File: config.mk
export PLATFORM = sky130hd
export DESIGN_NAME = rob_commit_flat
export DESIGN_NICKNAME = d
export VERILOG_FILES = /design/src/rtl/rob_commit_if.sv /design/src/rtl/rob_commit.sv /design/src/flat_wrapper.sv
export SDC_FILE = /design/constraint.sdc
export NUM_CORES = 2
export LEC_CHECK = 0
export CAP_MARGIN = 20
export CORE_UTILIZATION = 55
export DETAILED_ROUTE_END_ITERATION = 8
export PLACE_DENSITY = 0.76
export SLEW_MARGIN = 20
export SYNTH_ARGS = -nofsm -noshare
export SYNTH_HDL_FRONTEND = slang
export SYNTH_SLANG_ARGS = --single-unit
File: constraint.sdc
create_clock -name clk -period 9.6 [get_ports clk]
set_clock_uncertainty 0.05 [all_clocks]
set_input_delay 0.96 -clock clk [delete_from_list [all_inputs] [get_ports clk]]
set_output_delay 0.96 -clock clk [all_outputs]
set_load 0.03 [all_outputs]
File: src/rtl/rob_commit_if.sv
// Dispatch, CDB and commit signals of the reorder buffer.
// The testbench drives the master side and rob_commit uses the slave side.
interface rob_commit_if;
  logic        alloc_valid;
  logic [4:0]  alloc_rd;
  logic        alloc_no_rd;
  logic [3:0]  alloc_tag;
  logic        rob_full;

  logic        cdb_valid;
  logic [3:0]  cdb_tag;
  logic [31:0] cdb_value;
  logic        cdb_mispredict;

  logic        register_update_flag;
  logic [4:0]  register_commit_dest;
  logic [31:0] register_commit_value;
  logic [3:0]  rename_of_commit_ins;
  logic        register_flush;

  modport master (
    output alloc_valid, alloc_rd, alloc_no_rd,
    output cdb_valid, cdb_tag, cdb_value, cdb_mispredict,
    input  alloc_tag, rob_full,
    input  register_update_flag, register_commit_dest, register_commit_value,
    input  rename_of_commit_ins, register_flush
  );

  modport slave (
    input  alloc_valid, alloc_rd, alloc_no_rd,
    input  cdb_valid, cdb_tag, cdb_value, cdb_mispredict,
    output alloc_tag, rob_full,
    output register_update_flag, register_commit_dest, register_commit_value,
    output rename_of_commit_ins, register_flush
  );
endinterface

File: src/rtl/rob_commit.sv
// 16-entry reorder buffer: in-order commit, CDB writeback and flush on a mispredicted branch.
// Defining ROB_PERF_CNT_EN adds the commit_count output, which counts every commit.
module rob_commit (
  input  logic         clk,
  input  logic         rst,
  input  logic         rdy,
`ifdef ROB_PERF_CNT_EN
  output logic [31:0]  commit_count,
`endif
  rob_commit_if.slave  rob
);
  localparam int ROB_DEPTH = 16;

  logic [ROB_DEPTH-1:0] busy_q, busy_d, ready_q, ready_d;
  logic [ROB_DEPTH-1:0] noRd_q, noRd_d, mispred_q, mispred_d;
  logic [4:0]           rd_q    [ROB_DEPTH];
  logic [4:0]           rd_d    [ROB_DEPTH];
  logic [31:0]          value_q [ROB_DEPTH];
  logic [31:0]          value_d [ROB_DEPTH];
  logic [3:0]           head_q, head_d, tail_q, tail_d;
  logic [4:0]           count_q, count_d;

  logic                 updFlag_q, updFlag_d, flush_q, flush_d;
  logic [4:0]           commitDest_q, commitDest_d;
  logic [31:0]          commitValue_q, commitValue_d;
  logic [3:0]           commitTag_q, commitTag_d;
`ifdef ROB_PERF_CNT_EN
  logic [31:0]          commitCount_q, commitCount_d;
`endif

  logic robFull, doAlloc, doWb, doCommit, flushCommit;

  // Commit looks only at registered readiness, so a CDB result needs one cycle before it can retire.
  assign robFull     = (count_q == 5'd16);
  assign doCommit    = (count_q != 5'd0) && busy_q[head_q] && ready_q[head_q];
  assign flushCommit = doCommit && mispred_q[head_q];
  assign doAlloc     = rob.alloc_valid && !robFull;
  assign doWb        = rob.cdb_valid && busy_q[rob.cdb_tag];

  always_comb begin
    busy_d        = busy_q;
    ready_d       = ready_q;
    noRd_d        = noRd_q;
    mispred_d     = mispred_q;
    rd_d          = rd_q;
    value_d       = value_q;
    head_d        = head_q;
    tail_d        = tail_q;
    count_d       = count_q;
    updFlag_d     = updFlag_q;
    flush_d       = flush_q;
    commitDest_d  = commitDest_q;
    commitValue_d = commitValue_q;
    commitTag_d   = commitTag_q;
`ifdef ROB_PERF_CNT_EN
    commitCount_d = commitCount_q;
`endif
    if (rdy) begin
      updFlag_d = 1'b0;
      flush_d   = 1'b0;
      if (doWb) begin
        ready_d[rob.cdb_tag]   = 1'b1;
        value_d[rob.cdb_tag]   = rob.cdb_value;
        mispred_d[rob.cdb_tag] = rob.cdb_mispredict;
      end
      if (doCommit) begin
        busy_d[head_q]  = 1'b0;
        ready_d[head_q] = 1'b0;
        head_d          = head_q + 4'd1;
`ifdef ROB_PERF_CNT_EN
        commitCount_d   = commitCount_q + 32'd1;
`endif
        if (!noRd_q[head_q] && rd_q[head_q] != 5'd0 && !mispred_q[head_q]) begin
          updFlag_d     = 1'b1;
          commitDest_d  = rd_q[head_q];
          commitValue_d = value_q[head_q];
          commitTag_d   = head_q;
        end
      end
      if (doAlloc) begin
        busy_d[tail_q]    = 1'b1;
        ready_d[tail_q]   = 1'b0;
        mispred_d[tail_q] = 1'b0;
        noRd_d[tail_q]    = rob.alloc_no_rd;
        rd_d[tail_q]      = rob.alloc_rd;
        tail_d            = tail_q + 4'd1;
      end
      count_d = count_q + 5'(doAlloc) - 5'(doCommit);
      // A mispredict squashes everything, including this cycle's allocation and writeback.
      if (flushCommit) begin
        flush_d = 1'b1;
        busy_d  = '0;
        ready_d = '0;
        head_d  = 4'd0;
        tail_d  = 4'd0;
        count_d = 5'd0;
      end
    end
  end

  always_ff @(posedge clk) begin
    if (rst) begin
      busy_q        <= '0;
      ready_q       <= '0;
      noRd_q        <= '0;
      mispred_q     <= '0;
      rd_q          <= '{default: '0};
      value_q       <= '{default: '0};
      head_q        <= 4'd0;
      tail_q        <= 4'd0;
      count_q       <= 5'd0;
      updFlag_q     <= 1'b0;
      flush_q       <= 1'b0;
      commitDest_q  <= 5'd0;
      commitValue_q <= 32'd0;
      commitTag_q   <= 4'd0;
`ifdef ROB_PERF_CNT_EN
      commitCount_q <= 32'd0;
`endif
    end else begin
      busy_q        <= busy_d;
      ready_q       <= ready_d;
      noRd_q        <= noRd_d;
      mispred_q     <= mispred_d;
      rd_q          <= rd_d;
      value_q       <= value_d;
      head_q        <= head_d;
      tail_q        <= tail_d;
      count_q       <= count_d;
      updFlag_q     <= updFlag_d;
      flush_q       <= flush_d;
      commitDest_q  <= commitDest_d;
      commitValue_q <= commitValue_d;
      commitTag_q   <= commitTag_d;
`ifdef ROB_PERF_CNT_EN
      commitCount_q <= commitCount_d;
`endif
    end
  end

  assign rob.alloc_tag             = tail_q;
  assign rob.rob_full              = robFull;
  assign rob.register_update_flag  = updFlag_q;
  assign rob.register_commit_dest  = commitDest_q;
  assign rob.register_commit_value = commitValue_q;
  assign rob.rename_of_commit_ins  = commitTag_q;
  assign rob.register_flush        = flush_q;
`ifdef ROB_PERF_CNT_EN
  assign commit_count              = commitCount_q;
`endif
endmodule

File: src/flat_wrapper.sv
// flat-port wrapper written by rule: the top's interface ports become plain ports
module rob_commit_flat 
  (clk, rst, rdy, rob_alloc_valid, rob_alloc_rd, rob_alloc_no_rd, rob_cdb_valid, rob_cdb_tag, rob_cdb_value, rob_cdb_mispredict, rob_alloc_tag, rob_rob_full, rob_register_update_flag, rob_register_commit_dest, rob_register_commit_value, rob_rename_of_commit_ins, rob_register_flush);
  rob_commit_if rob_i ();
  input  logic clk;
  input  logic rst;
  input  logic rdy;
  input wire logic [$bits(rob_i.alloc_valid)-1:0] rob_alloc_valid;
  input wire logic [$bits(rob_i.alloc_rd)-1:0] rob_alloc_rd;
  input wire logic [$bits(rob_i.alloc_no_rd)-1:0] rob_alloc_no_rd;
  input wire logic [$bits(rob_i.cdb_valid)-1:0] rob_cdb_valid;
  input wire logic [$bits(rob_i.cdb_tag)-1:0] rob_cdb_tag;
  input wire logic [$bits(rob_i.cdb_value)-1:0] rob_cdb_value;
  input wire logic [$bits(rob_i.cdb_mispredict)-1:0] rob_cdb_mispredict;
  output wire logic [$bits(rob_i.alloc_tag)-1:0] rob_alloc_tag;
  output wire logic [$bits(rob_i.rob_full)-1:0] rob_rob_full;
  output wire logic [$bits(rob_i.register_update_flag)-1:0] rob_register_update_flag;
  output wire logic [$bits(rob_i.register_commit_dest)-1:0] rob_register_commit_dest;
  output wire logic [$bits(rob_i.register_commit_value)-1:0] rob_register_commit_value;
  output wire logic [$bits(rob_i.rename_of_commit_ins)-1:0] rob_rename_of_commit_ins;
  output wire logic [$bits(rob_i.register_flush)-1:0] rob_register_flush;
  assign rob_i.alloc_valid = rob_alloc_valid;
  assign rob_i.alloc_rd = rob_alloc_rd;
  assign rob_i.alloc_no_rd = rob_alloc_no_rd;
  assign rob_i.cdb_valid = rob_cdb_valid;
  assign rob_i.cdb_tag = rob_cdb_tag;
  assign rob_i.cdb_value = rob_cdb_value;
  assign rob_i.cdb_mispredict = rob_cdb_mispredict;
  assign rob_alloc_tag = rob_i.alloc_tag;
  assign rob_rob_full = rob_i.rob_full;
  assign rob_register_update_flag = rob_i.register_update_flag;
  assign rob_register_commit_dest = rob_i.register_commit_dest;
  assign rob_register_commit_value = rob_i.register_commit_value;
  assign rob_rename_of_commit_ins = rob_i.rename_of_commit_ins;
  assign rob_register_flush = rob_i.register_flush;
  rob_commit u_core (.clk(clk), .rst(rst), .rdy(rdy), .rob(rob_i));
endmodule
==> results.toml <==
[status]
outcome = "complete, no violations"

[setup_path]
cp-end-kind = "flip-flop"
crit_family = "simple AND/OR/NAND/NOR gates"
slowest_stage = "dfxtp_4"
crit_buf_inv = 5
max_stage_delay_ps = 980
cp_num_cells = 19
ff2ff_path_depth = 19
critPathArrivalTime_ps = 5920
path_cells = "buf_4 > mux4_2 > nor3_1 > nor2_1 > and2_0 > nand2_2 > inv_2 > ha_1 > inv_1 > ha_1 > inv_1 > fa_1 > inv_1 > a21oi_1 > nor2_1 > nor2_1 > xnor2_1 > or4_1 > a31oi_1"
worstSetupPathType = "flip-flop to flip-flop"
worstPathRequired_ps = 10090
cp_max_fo = 49
start_kind = "flip-flop"

[synth]
synthFlopType = "dfxtp_1"
synth_area_per_cell_um2 = 9.32
yosys.area.top_type = "dfxtp_1"
synth.top_cell.area_share_pct = 46.1
synth_seq_cells = 712
yosysWarnings = 0
synth_common_cells = "nand2_1 (789), dfxtp_1 (712), a21oi_1 (421), nor2_1 (335), mux2i_1 (280)"
syn-num-nets = 3377
yosysMostFrequentCell = "nand2_1"
netlist_instances = 3314
ys_types = 55
synth_edf_count = 0
seq_area_frac_synth_pct = 46.1
netlist_top_cells_area = "dfxtp_1 (46%), mux4_2 (15%), nand2_1 (9.6%)"
synthArstFlopShare_pct = 0
synth_area_mm2 = 0.0309

[sta]
slew_headroom_pct = 23.1
hold_violations = 0
tightest_slew_ps = 1150
layout_setup_ws_ps = 4170
rsz0062_at_grt = "no"
setup_viol = 0
post-route-period-util_pct = 56.6
slew_viol_final = 0
finalCriticalPeriod_ps = 5430
fin_setup_tns_ps = 0
max_freq_mhz = 184

[grt]
grt_use_total_pct = 30.7
grt_pass1_wl_um = 136000
antenna_found_initial = 1
globalRoute.totalOverflow = 0
grt_pass1_vias = 24200
grt_max_degree = 278

[clocking]
cts_tree = "built"
ctsRootBufferMaster = "clkbuf_16"
cts_buffers = 74
clockBufferDepth = 3
h-tree-depth = 3
path_clk_slew_ps = 60
post_cts_buffers = 0
clock_latency_ps = 620
cts_resized = 0
cts.sinks = 712
hold_buffers = 0

[detailed_routing]
firstDrtPassIters = 6
final_antenna_net_count = 0
vias = 24600
drc = 0
drtIter0Drc = 2857
viasPerCell = 6.14
wirelength_um = 88000
wl_per_cell_um = 21.9

[cells_and_area]
regArea_mm2 = 0.0143
fin_cells = 4014
fill_cells = 4486
areaGrowthSynthToFinish_pct = 11.3
layout-drive-gt1-share_pct = 11.8
nNetsFinal = 3267
multi_input_area_mm2 = 0.0154

[place]
dp_cells = 3875
detailed_place_hpwl_um = 50100
place_congestion = 0.904
pre_cts_ws_ps = 4120
port_buffers = 95

[job]
drv_cap = 0

[power_and_ir_drop]
powerDensity_mw_per_mm2 = 179
leakagePower_nw = 12.9
peakVddDrop_mv = 0.146

[floorplan]
die_y_um = 239
coreArea_mm2 = 0.0553
io-pin-count = 96
dieArea_mm2 = 0.0571
rows = 86
start_util_pct = 55.8
die_w_um = 239

[worst_hold_path]
hold_depth = 2
hp-class = "flip-flop to flip-flop"
state kept, by name, indices dropped and copies added, names as in the netlist, 4 cells and up:
register and flops:
u_core.rd_q 80, u_core.value_q 512, u_core.count_q 5, u_core.mispred_q 16, u_core.noRd_q 16, u_core.rob.register_commit_dest 5, u_core.ready_q 16, u_core.rob.rename_of_commit_ins 4
u_core.rob.alloc_tag 4, u_core.rob.register_commit_value 32, u_core.busy_q 16, u_core.head_q 4
logic make-up after synthesis:
| group | after synthesis | synth area share, % |
|---|---|---|
| flip-flops | 712 | 46.1 |
| AND/OR/NAND/NOR | 1251 | 16.1 |
| adder cells (fa/ha/maj) | 15 | 0.632 |
| XOR/XNOR | 3 | 0.0851 |
| AO/OA/AOI/OAI | 520 | 9.03 |
| multiplexers | 481 | 23.7 |
| buffers and inverters | 332 | 4.32 |
report_power, final:
group	internal (mW)	total (mW)	switching [mW]
logic	0.0563	0.205	0.149
registers	2.96	2.97	0.00761
clock network	1.75	2.97	1.21
layer usage:
layer	vias up	wire length, um	share of wire [%]	global-route usage (%)
met5	-	0	0	0
met4	0	2700	3.1	11.6
met3	198	7710	8.8	5.16
met2	1162	42500	48	50.6
met1	12100	35100	40	40.5
li1	11100	-	-	-
worst reg2reg max path, cell delays in order, from the launching register on:
cell,delay [ps]
dfxtp_4,980
buf_4,880
mux4_2,630
nor3_1,190
nor2_1,90
and2_0,290
nand2_2,200
inv_2,110
ha_1,290
inv_1,60
ha_1,160
inv_1,60
fa_1,440
inv_1,70
a21oi_1,60
nor2_1,80
nor2_1,60
xnor2_1,130
or4_1,410
a31oi_1,130
cell type report:
cell class / instances / share of cell area (%)
Antenna cell: 1 / 0.00728
Clock buffer: 110 / 6.37
Clock inverter: 27 / 0.965
Inverter: 21 / 0.229
Multi-Input combinational cell: 2270 / 44.7
Sequential cell: 712 / 41.5
Tap cell: 748 / 2.72
Timing Repair Buffer: 125 / 3.52
final timing paths:
| path | from | slack, ps | to |
|---|---|---|---|
| worst max register to register | u_core.head_q[0]$_SDFFE_PP0P_ | 4170 | u_core.count_q[4]$_SDFFE_PP0P_ |
| worst min register to register | u_core.value_q[166]$_SDFFE_PP0P_ | 400 | u_core.value_q[166]$_SDFFE_PP0P_ |
| worst min-delay path | u_core.value_q[166]$_SDFFE_PP0P_ | 400 | u_core.value_q[166]$_SDFFE_PP0P_ |
| worst max-delay path | u_core.head_q[0]$_SDFFE_PP0P_ | 4170 | u_core.count_q[4]$_SDFFE_PP0P_ |
through the flow:
step / hold WS (ps) / instance area (um2) / util (%) / total power, mW
6_report: 402 / 34400 / 62.1 / 6.14
5_1_grt: 420 / 34400 / 62.1 / 6.31
4_1_cts: 403 / 34300 / 62.1 / 6.15
3_5_place_dp: 393 / 31800 / 57.5 / 3.23
3_3_place_gp: 388 / 31800 / 57.5 / 3.23
2_1_floorplan: 383 / 30900 / - / 3.16
placed cells by master (no fill, tap or decap), types with 13 or more instances in the layout:
| master | netlist | routed |
|---|---|---|
| mux2i_1 | 280 | 280 |
| mux4_2 | 200 | 200 |
| clkbuf_16 | 0 | 76 |
| clkbuf_8 | 0 | 16 |
| clkbuf_1 | 262 | 18 |
| clkinv_2 | 0 | 13 |
| o21ai_0 | 45 | 45 |
| nand2_1 | 789 | 786 |
| a21oi_1 | 421 | 421 |
| nor3_1 | 14 | 14 |
| inv_1 | 20 | 20 |
| ha_1 | 14 | 14 |
| clkdlybuf4s50_1 | 0 | 93 |
| dfxtp_1 | 712 | 708 |
| buf_4 | 4 | 28 |
| nand3_1 | 45 | 45 |
| nor2_1 | 335 | 324 |
Note: power is estimated with default switching activity, not from simulation.
